**config.mk**
```make
export PLATFORM = sky130hd
export DESIGN_NAME = difftest_irp_event_sched
export DESIGN_NICKNAME = d
export VERILOG_FILES = /design/src/rtl/difftest_irp_event_sched.sv
export SDC_FILE = /design/constraint.sdc
export NUM_CORES = 1
export LEC_CHECK = 0
export CAP_MARGIN = 30
export CORE_ASPECT_RATIO = 1.75
export CORE_MARGIN = 1
export CORE_UTILIZATION = 35
export DETAILED_ROUTE_END_ITERATION = 8
export GPL_ROUTABILITY_DRIVEN = 0
export GPL_TIMING_DRIVEN = 0
export PLACE_DENSITY = 0.62
export SYNTH_ARGS = -nofsm -noshare
export SYNTH_HDL_FRONTEND = slang
export SYNTH_SLANG_ARGS = --single-unit
```
**constraint.sdc**
```tcl
create_clock -name clock -period 2.7 [get_ports clock]
set_input_delay 0.81 -clock clock [delete_from_list [all_inputs] [get_ports clock]]
set_output_delay 0.81 -clock clock [all_outputs]
set_load 0.01 [all_outputs]
```
**src/rtl/difftest_irp_event_sched.sv**
```systemverilog
// rtl/difftest_irp_event_sched.sv - per-hart interrupt-pending change detector and round-robin event port
// Optional feature macro: DIFFTEST_IRP_DROP_CNT_EN (per-hart coalesced-overwrite counters on io_dropCnt).
module difftest_irp_event_sched #(
  parameter int NUM_CORES    = 2,
  parameter int CORE_ID_BASE = 0
) (
  input  logic                    clock,
  input  logic                    reset,
  input  logic [NUM_CORES-1:0]    io_in_valid,
  input  logic [NUM_CORES*10-1:0] io_in_irp,
  output logic                    io_out_valid,
  input  logic                    io_out_ready,
  output logic [9:0]              io_out_irp,
  output logic [7:0]              io_out_coreid
`ifdef DIFFTEST_IRP_DROP_CNT_EN
  ,
  output logic [NUM_CORES*16-1:0] io_dropCnt
`endif
);

  localparam int PTR_W = (NUM_CORES > 1) ? $clog2(NUM_CORES) : 1;
  localparam logic [7:0] BASE8 = 8'(CORE_ID_BASE);

  logic [9:0]           last_rep_q [NUM_CORES];
  logic [9:0]           last_rep_d [NUM_CORES];
  logic [9:0]           pend_q     [NUM_CORES];
  logic [9:0]           pend_d     [NUM_CORES];
  logic [NUM_CORES-1:0] dirty_q, dirty_d;
  logic [PTR_W-1:0]     rr_ptr_q, rr_ptr_d;
  logic                 out_valid_q, out_valid_d;
  logic [9:0]           out_irp_q, out_irp_d;
  logic [7:0]           out_coreid_q, out_coreid_d;

  logic                 grant_en;
  logic                 grant_any;
  logic [PTR_W-1:0]     grant_idx;
  logic [PTR_W-1:0]     scan_idx;
  logic [9:0]           shadow  [NUM_CORES];
  logic [NUM_CORES-1:0] granted;
  logic [NUM_CORES-1:0] changed;

  // Round-robin pick: first dirty hart after the last granted one; frozen while the output stalls
  always_comb begin
    grant_en  = !out_valid_q || io_out_ready;
    grant_any = 1'b0;
    grant_idx = '0;
    scan_idx  = '0;
    for (int k = 1; k <= NUM_CORES; k++) begin
      scan_idx = PTR_W'((int'(rr_ptr_q) + k) % NUM_CORES);
      if (grant_en && !grant_any && dirty_q[scan_idx]) begin
        grant_any = 1'b1;
        grant_idx = scan_idx;
      end
    end
  end

  // Per-hart view of the newest known value, grant decode and change detection
  always_comb begin
    granted = '0;
    changed = '0;
    for (int i = 0; i < NUM_CORES; i++) begin
      shadow[i]  = dirty_q[i] ? pend_q[i] : last_rep_q[i];
      granted[i] = grant_any && (grant_idx == PTR_W'(i));
      changed[i] = io_in_valid[i] && (io_in_irp[10*i +: 10] != shadow[i]);
    end
  end

  // Next state: output stage load and per-hart coalescing of samples
  always_comb begin
    rr_ptr_d     = rr_ptr_q;
    out_valid_d  = out_valid_q;
    out_irp_d    = out_irp_q;
    out_coreid_d = out_coreid_q;
    dirty_d      = dirty_q;
    if (grant_en) begin
      if (grant_any) begin
        out_valid_d  = 1'b1;
        out_irp_d    = pend_q[grant_idx];
        out_coreid_d = BASE8 + 8'(grant_idx);
        rr_ptr_d     = grant_idx;
      end else begin
        out_valid_d  = 1'b0;
      end
    end
    for (int i = 0; i < NUM_CORES; i++) begin
      last_rep_d[i] = last_rep_q[i];
      pend_d[i]     = pend_q[i];
      if (granted[i]) begin
        // The granted value becomes the reference; a differing same-cycle sample re-arms the hart
        last_rep_d[i] = pend_q[i];
        if (changed[i]) begin
          pend_d[i]  = io_in_irp[10*i +: 10];
          dirty_d[i] = 1'b1;
        end else begin
          dirty_d[i] = 1'b0;
        end
      end else if (changed[i]) begin
        pend_d[i]  = io_in_irp[10*i +: 10];
        dirty_d[i] = (io_in_irp[10*i +: 10] != last_rep_q[i]);
      end
    end
  end

  // State registers with synchronous active-high reset; hart 0 wins the first grant
  always_ff @(posedge clock) begin
    if (reset) begin
      for (int i = 0; i < NUM_CORES; i++) begin
        last_rep_q[i] <= '0;
        pend_q[i]     <= '0;
      end
      dirty_q      <= '0;
      rr_ptr_q     <= PTR_W'(NUM_CORES - 1);
      out_valid_q  <= 1'b0;
      out_irp_q    <= '0;
      out_coreid_q <= '0;
    end else begin
      for (int i = 0; i < NUM_CORES; i++) begin
        last_rep_q[i] <= last_rep_d[i];
        pend_q[i]     <= pend_d[i];
      end
      dirty_q      <= dirty_d;
      rr_ptr_q     <= rr_ptr_d;
      out_valid_q  <= out_valid_d;
      out_irp_q    <= out_irp_d;
      out_coreid_q <= out_coreid_d;
    end
  end

  assign io_out_valid  = out_valid_q;
  assign io_out_irp    = out_irp_q;
  assign io_out_coreid = out_coreid_q;

`ifdef DIFFTEST_IRP_DROP_CNT_EN
  logic [15:0] drop_q [NUM_CORES];
  logic [15:0] drop_d [NUM_CORES];

  // Count samples that overwrite a still-unreported value (cancellation included), saturating
  always_comb begin
    for (int i = 0; i < NUM_CORES; i++) begin
      drop_d[i] = drop_q[i];
      if (changed[i] && dirty_q[i] && !granted[i] && (drop_q[i] != 16'hFFFF)) begin
        drop_d[i] = drop_q[i] + 16'd1;
      end
    end
  end

  // Drop counter registers
  always_ff @(posedge clock) begin
    for (int i = 0; i < NUM_CORES; i++) begin
      if (reset) begin
        drop_q[i] <= '0;
      end else begin
        drop_q[i] <= drop_d[i];
      end
    end
  end

  // Pack counters onto the flat output port
  always_comb begin
    io_dropCnt = '0;
    for (int i = 0; i < NUM_CORES; i++) begin
      io_dropCnt[16*i +: 16] = drop_q[i];
    end
  end
`endif

endmodule

```
# Word level (Yosys, flattened, before mapping)
# Memories as Yosys holds them, arrays and structs flattened. A register that Yosys moved wholly into a read port is not among the register bits.
# Cells that the tools add are included.
[word_totals]
ff_bits = 5
latch_bits = 0
ramBits = 40
romBits = 0
input_bits = 25
out_inout_bits = 19
wordCells = 61
n_memories = 2
[op_classes]
n_addsub = 2
n_mul = 0
div_mod_pow = 0
magnitude_cmp = 2
n_eq_ne = 4
shifts = 0
n_mux = 28
n_bitwise = 5
reduce_logical = 13
[memory_table]
columns = ["name", "words", "width", "rd", "rd_clocked_by_memory_dff", "wr", "line", "source"]
rows = [
  ["last_rep_q", 2, 10, 2, 0, 2, "24", "logic [9:0] last_rep_q [NUM_CORES];"],
  ["pend_q", 2, 10, 3, 1, 2, "26", "logic [9:0] pend_q [NUM_CORES];"],
]
[op_table]
columns = ["cell", "n"]
rows = [
  ["10-bit 2-to-1 mux", 10],
  ["10-bit inequality test", 4],
  ["1-bit 2-to-1 mux", 18],
  ["1-bit logical AND", 7],
  ["1-bit by 2-bit less-than comparator with 1-bit output, second input constant", 2],
  ["1-bit bitwise OR", 4],
  ["2-bit nonzero test", 2],
  ["1-bit adder, second input constant", 2],
  ["1-bit logical NOT", 2],
  ["2-bit AND reduction", 1],
  ["1-bit logical OR", 1],
  ["1-bit NOT", 1],
]

# Longest topological paths before layout
[logic_depth]
ltp_word = 13
mapped_depth = 8
depth_no_buf = 5

# Worst setup path before layout
# OpenSTA, ideal clock, no wires.
[synth_path]
path_type = "input-to-reg"
startpoint = "input io_in_irp[10]"
endpoint = "memory pend_q[1][0]"
setup_time_ps = 125
arrival_ps = 1790
t_required_ps = 2575
slack_ps = 785
cell_stages = 5
n_path_buf = 1
path_cell_list = "xnor2_1 or4_4 buf_6 a21oi_1 nand3_1"
[synth_lines]
columns = ["item", "line", "source"]
rows = [
  ["start, declared", "10", "input logic [NUM_CORES*10-1:0] io_in_irp,"],
  ["end, declared", "26", ""],
]

# Worst setup path after layout
[layout_path]
startpoint = "input io_out_ready"
endpoint = "register out_irp_q[1] (netlist: io_out_irp[1]), read port of pend_q"
[layout_between]
elab_chain_len = 8
word_cells_on_any_way = 10
cone_classes = "mux (4); reduce/logical (6)"
[layout_lines]
columns = ["item", "line", "source"]
rows = [
  ["start, declared", "12", "input logic io_out_ready,"],
  ["1-bit logical OR (*)", "44", "grant_en = !out_valid_q || io_out_ready;"],
  ["1-bit logical AND", "50", "if (grant_en && !grant_any && dirty_q[scan_idx]) begin"],
  ["1-bit 2-to-1 mux", "50", ""],
  ["1-bit logical NOT", "50", ""],
  ["1-bit logical AND (2 in a row)", "50", ""],
  ["1-bit 2-to-1 mux", "50", ""],
  ["2-bit AND reduction (no source line)", "n/a", ""],
  ["end, declared", "31", "logic [9:0] out_irp_q, out_irp_d;"],
]
# Every way passes the cells marked *; elsewhere a longest branch is shown, timed or not.
# A chain may end at the register's enable or synchronous reset.

==> run_summary.xml <==
<?xml version="1.0" encoding="UTF-8"?>
<metrics>
  <group name="critical_path">
    <metric name="length_in_cells_of_the_worst_reg_to_reg_path" unit="">8</metric>
    <metric name="r2r_slack" unit="ns">0.61</metric>
    <metric name="cp_slowest_cell" unit="">sky130_fd_sc_hd__nor2_1</metric>
    <metric name="rr_startpoint" unit="">dirty_q[0]$_SDFFE_PP0P_</metric>
    <metric name="path_max_fanout" unit="">10</metric>
    <metric name="kind_of_end_point_of_the_critical_path" unit="">flip-flop</metric>
    <metric name="worst_ep_arrival_time" unit="ns">2.68</metric>
    <metric name="critPathTopFamily" unit="">simple AND/OR/NAND/NOR gates</metric>
    <metric name="max_stage_delay" unit="ns">0.56</metric>
    <metric name="crit_buf_inv" unit="">1</metric>
    <metric name="worst_ep_required_time" unit="ns">2.92</metric>
    <metric name="endpoint_of_the_worst_slack_reg_to_reg_timing_path" unit="">pend_q[0][2]$_SDFFE_PP0P_</metric>
    <metric name="worstPathCellList" unit="">clkdlybuf4s50_1 -&gt; nand2b_1 -&gt; o21ai_0 -&gt; nor2_1 -&gt; nand2_1 -&gt; a31oi_1</metric>
    <metric name="type_of_element_launching_the_critical_path" unit="">input pin</metric>
    <metric name="critical_path_class" unit="">input pin to flip-flop</metric>
  </group>
  <group name="route">
    <metric name="route.antenna.remaining_nets" unit="">0</metric>
    <metric name="routed_wl" unit="mm">10.5</metric>
    <metric name="drt_pre_antenna_iters" unit="">4</metric>
    <metric name="avgRoutedWirePerCell" unit="µm">17.0</metric>
    <metric name="detailedRoute.firstIterationViolations" unit="">255</metric>
    <metric name="remaining_drcs" unit="">0</metric>
    <metric name="via_per_inst" unit="">5.42</metric>
    <metric name="vias" unit="">3351</metric>
  </group>
  <group name="timing">
    <metric name="finalHoldViolCount" unit="">0</metric>
    <metric name="max_freq" unit="GHz">0.406</metric>
    <metric name="hold_ws" unit="ns">0.482</metric>
    <metric name="rsz0062_at_grt" unit="">no</metric>
    <metric name="max_slew_margin" unit="%">56.9</metric>
    <metric name="final_setup_viols" unit="">0</metric>
    <metric name="shortest_clock_period_the_worst_path_allows_after_layout" unit="ns">2.46</metric>
    <metric name="finalCritPeriodShare" unit="%">91.2</metric>
    <metric name="worstMarginPinSlew" unit="ns">0.645</metric>
    <metric name="worst_clock_skew" unit="ns">0.00490</metric>
    <metric name="maxSlewViolCount" unit="">0</metric>
  </group>
  <group name="die">
    <metric name="fp.dieH" unit="µm">132</metric>
    <metric name="ios" unit="">44</metric>
    <metric name="floorplan.die_area" unit="µm²">10000</metric>
    <metric name="standard_cell_core_area" unit="µm²">9410</metric>
    <metric name="floorplan.initialDensity" unit="%">35.8</metric>
    <metric name="std_cell_rows" unit="">47</metric>
    <metric name="die_x" unit="µm">76.1</metric>
  </group>
  <group name="clocking">
    <metric name="path_clk_slew" unit="ns">0.07</metric>
    <metric name="clk_root_buffer_cell" unit="">sky130_fd_sc_hd__clkbuf_16</metric>
    <metric name="ctsLongestPathBuffers" unit="">2</metric>
    <metric name="cts_tree" unit="">yes</metric>
    <metric name="clock_network_latency_to_the_later_pin_of_the_worst_skew_pair" unit="ns">0.29</metric>
    <metric name="cts.repair.resized" unit="">0</metric>
    <metric name="htree_levels" unit="">2</metric>
    <metric name="post_cts_setup_buffers" unit="">0</metric>
    <metric name="holdBufCountCts" unit="">0</metric>
    <metric name="cts.sinks" unit="">55</metric>
    <metric name="cts_buffers" unit="">5</metric>
  </group>
  <group name="min_path">
    <metric name="holdCritPathClass" unit="">flip-flop to flip-flop</metric>
    <metric name="holdPathEnd" unit="">io_out_irp[2]$_SDFFE_PP0P_</metric>
    <metric name="hold_start" unit="">io_out_irp[2]$_SDFFE_PP0P_</metric>
    <metric name="min_path_cells" unit="">2</metric>
  </group>
  <group name="status">
    <metric name="result_of_the_run" unit="">complete, no violations</metric>
  </group>
  <group name="global_routing">
    <metric name="track_usage" unit="%">21.5</metric>
    <metric name="global_route_wire_length_before_repair" unit="mm">16.9</metric>
    <metric name="grt_antenna_before_repair" unit="">0</metric>
    <metric name="pin_count_of_the_biggest_net_entering_global_routing" unit="">19</metric>
    <metric name="global_route.overflow_total" unit="">0</metric>
    <metric name="grt_pass1_vias" unit="">3389</metric>
  </group>
  <group name="final_layout">
    <metric name="mostFrequentLayoutCell" unit="">sky130_fd_sc_hd__nand2_1</metric>
    <metric name="layout-area-overhead-vs-synth" unit="%">20.3</metric>
    <metric name="layout_common_cells" unit="">73 x sky130_fd_sc_hd__nand2_1, 55 x sky130_fd_sc_hd__dfxtp_1, 43 x sky130_fd_sc_hd__a21oi_1</metric>
    <metric name="share_of_layout_cells_above_drive_strength_1" unit="%">5.44</metric>
    <metric name="share_of_the_core_filled_with_cells" unit="%">43.0</metric>
    <metric name="fin_nets" unit="">520</metric>
    <metric name="antennaDiodeCount" unit="">0</metric>
    <metric name="filler_cell_count" unit="">1011</metric>
  </group>
  <group name="synthesis">
    <metric name="ys_seq_elements" unit="">55</metric>
    <metric name="postSynthAreaPerCell" unit="µm²">7.53</metric>
    <metric name="synthCells" unit="">447</metric>
    <metric name="synthesis.area" unit="µm²">3360</metric>
    <metric name="ys_top_cells_by_area" unit="">sky130_fd_sc_hd__dfxtp_1 33%, sky130_fd_sc_hd__nand2_1 8.1%, sky130_fd_sc_hd__xor2_1 8.1%</metric>
    <metric name="synthDominantAreaCellType" unit="">sky130_fd_sc_hd__dfxtp_1</metric>
    <metric name="synth-seq-area-share" unit="%">32.7</metric>
    <metric name="synth_top_area_share" unit="%">32.7</metric>
    <metric name="synth-warning-count" unit="">0</metric>
    <metric name="synth.lib_cells_used.distinct" unit="">33</metric>
  </group>
  <group name="power">
    <metric name="power.switching" unit="µW">758</metric>
    <metric name="p_sw_share" unit="%">33.1</metric>
    <metric name="p_int" unit="mW">1.53</metric>
    <metric name="clock_power_share" unit="%">30.4</metric>
    <metric name="comb_power_share" unit="%">27.0</metric>
    <metric name="vdd_ir_drop_max" unit="mV">0.339</metric>
    <metric name="seq_power_share" unit="%">42.6</metric>
    <metric name="power_density" unit="nW/µm²">566</metric>
    <metric name="static-leakage-power" unit="nW">1.52</metric>
  </group>
  <group name="run">
    <metric name="drv_cap" unit="">0</metric>
  </group>
  <group name="placed_design">
    <metric name="buffers_added_on_ports" unit="">35</metric>
    <metric name="dp.final_hpwl" unit="mm">8.09</metric>
  </group>
</metrics>
==> power groups by stage <==
stage               Sequential (mW)  Combinational, mW  Clock, mW
finish                        0.976              0.618      0.696
global route                  0.982              0.679      0.748
CTS                           0.975              0.615      0.713
detailed placement            0.994              0.612          0
global placement              0.993              0.601          0
floorplan                     0.966              0.408          0
==> worst min-delay path: cells and delay by family, from the launching register on <==
kind / cells / cell delay, ns
AOI/OAI and AO/OA: 1 / 0.07
DFF: 1 / 0.31
and+or+nand+nor: 1 / 0.05
==> synth_stat cells <==
library cell                n
sky130_fd_sc_hd__a21oi_1   43
sky130_fd_sc_hd__buf_4      7
sky130_fd_sc_hd__nor4_1     6
sky130_fd_sc_hd__nand3_1   23
sky130_fd_sc_hd__or3_1      1
sky130_fd_sc_hd__o21a_1     1
sky130_fd_sc_hd__inv_1      1
sky130_fd_sc_hd__o21ai_0   22
sky130_fd_sc_hd__nor2_1    25
sky130_fd_sc_hd__clkbuf_1  23
sky130_fd_sc_hd__a21boi_0   1
sky130_fd_sc_hd__and2_1     1
sky130_fd_sc_hd__mux2i_1   18
sky130_fd_sc_hd__buf_6      2
sky130_fd_sc_hd__nand2b_1   2
sky130_fd_sc_hd__o21ai_1    1
sky130_fd_sc_hd__xnor2_1    9
sky130_fd_sc_hd__nor3b_1   20
sky130_fd_sc_hd__xor2_1    31
sky130_fd_sc_hd__buf_12     1
sky130_fd_sc_hd__conb_1     1
sky130_fd_sc_hd__nand4b_1   1
sky130_fd_sc_hd__nand2_1   73
sky130_fd_sc_hd__o211ai_1   2
sky130_fd_sc_hd__buf_1      1
sky130_fd_sc_hd__a31oi_1   12
sky130_fd_sc_hd__or4_4      1
sky130_fd_sc_hd__buf_2      8
sky130_fd_sc_hd__nor3_1     2
sky130_fd_sc_hd__and4_1     3
sky130_fd_sc_hd__nor2b_1   24
sky130_fd_sc_hd__nand4_1   26
sky130_fd_sc_hd__dfxtp_1   55
==> metal layers <==
| layer | wire length (µm) | GRT usage, % | share of wire, % | vias to the layer above |
|---|---|---|---|---|
| met5 | 0 | 0 | 0 | - |
| met4 | 769 | 17.4 | 7.3 | 0 |
| met3 | 344 | 2.71 | 3.3 | 43 |
| met2 | 5310 | 37.8 | 51 | 107 |
| met1 | 4090 | 22.9 | 39 | 1565 |
| li1 | - | - | - | 1636 |
==> how the worst max path moves through the flow <==
stage                             start                         end  slack, ns  depth (start not counted)
after floorplan           io_in_irp[10]   pend_q[1][0]$_SDFFE_PP0P_       0.78                          5
after global routing       io_out_ready  io_out_irp[5]$_SDFFE_PP0P_       0.12                          6
after detailed placement   io_out_ready  io_out_irp[1]$_SDFFE_PP0P_      -0.02                          6
final                      io_out_ready  io_out_irp[1]$_SDFFE_PP0P_       0.24                          6
after global placement     io_out_ready  io_out_irp[1]$_SDFFE_PP0P_      0.004                          6
after CTS                  io_out_ready  io_out_irp[1]$_SDFFE_PP0P_       0.28                          6
==> cell families after synthesis <==
group           after synthesis  synth area share, %
xor+xnor                     40                 10.4
mux                          18                 5.36
compound gates               82                 12.9
simple gates                208                 31.6
flops                        55                 32.7
buf+inv                      43                 6.81
other cells                   1                0.111
==> state kept, by name (all words and copies together), names as in the netlist <==
register	count
io_out_irp	10
pend_q	20
dirty_q	2
io_out_coreid	1
rr_ptr_q	1
io_out_valid	1
last_rep_q	20
==> area by class of cell <==
cell class                      instances  area, µm²  area share (%)
Inverter                                1       3.75          0.0927
Buffer                                 42        225            5.56
Clock inverter                          2       20.0           0.494
Tap cell                              122        153            3.77
Sequential cell                        55       1100            27.2
Clock buffer                            6        139            3.43
Multi-Input combinational cell        355       2060            50.8
Timing Repair Buffer                   35        350            8.65
==> through the flow <==
step                TNS (ns)  worst slack [ns]  cell area [µm²]  power, mW  cells
floorplan                  0             0.785             3390       1.37    453
global placement           0           0.00434             3890       1.59    610
detailed placement   -0.0212           -0.0175             3890       1.61    610
CTS                        0             0.282             4050       2.30    618
global route               0             0.119             4050       2.41    618
finish                     0             0.239             4050       2.29    618
Power figures use the tool's default switching activity.
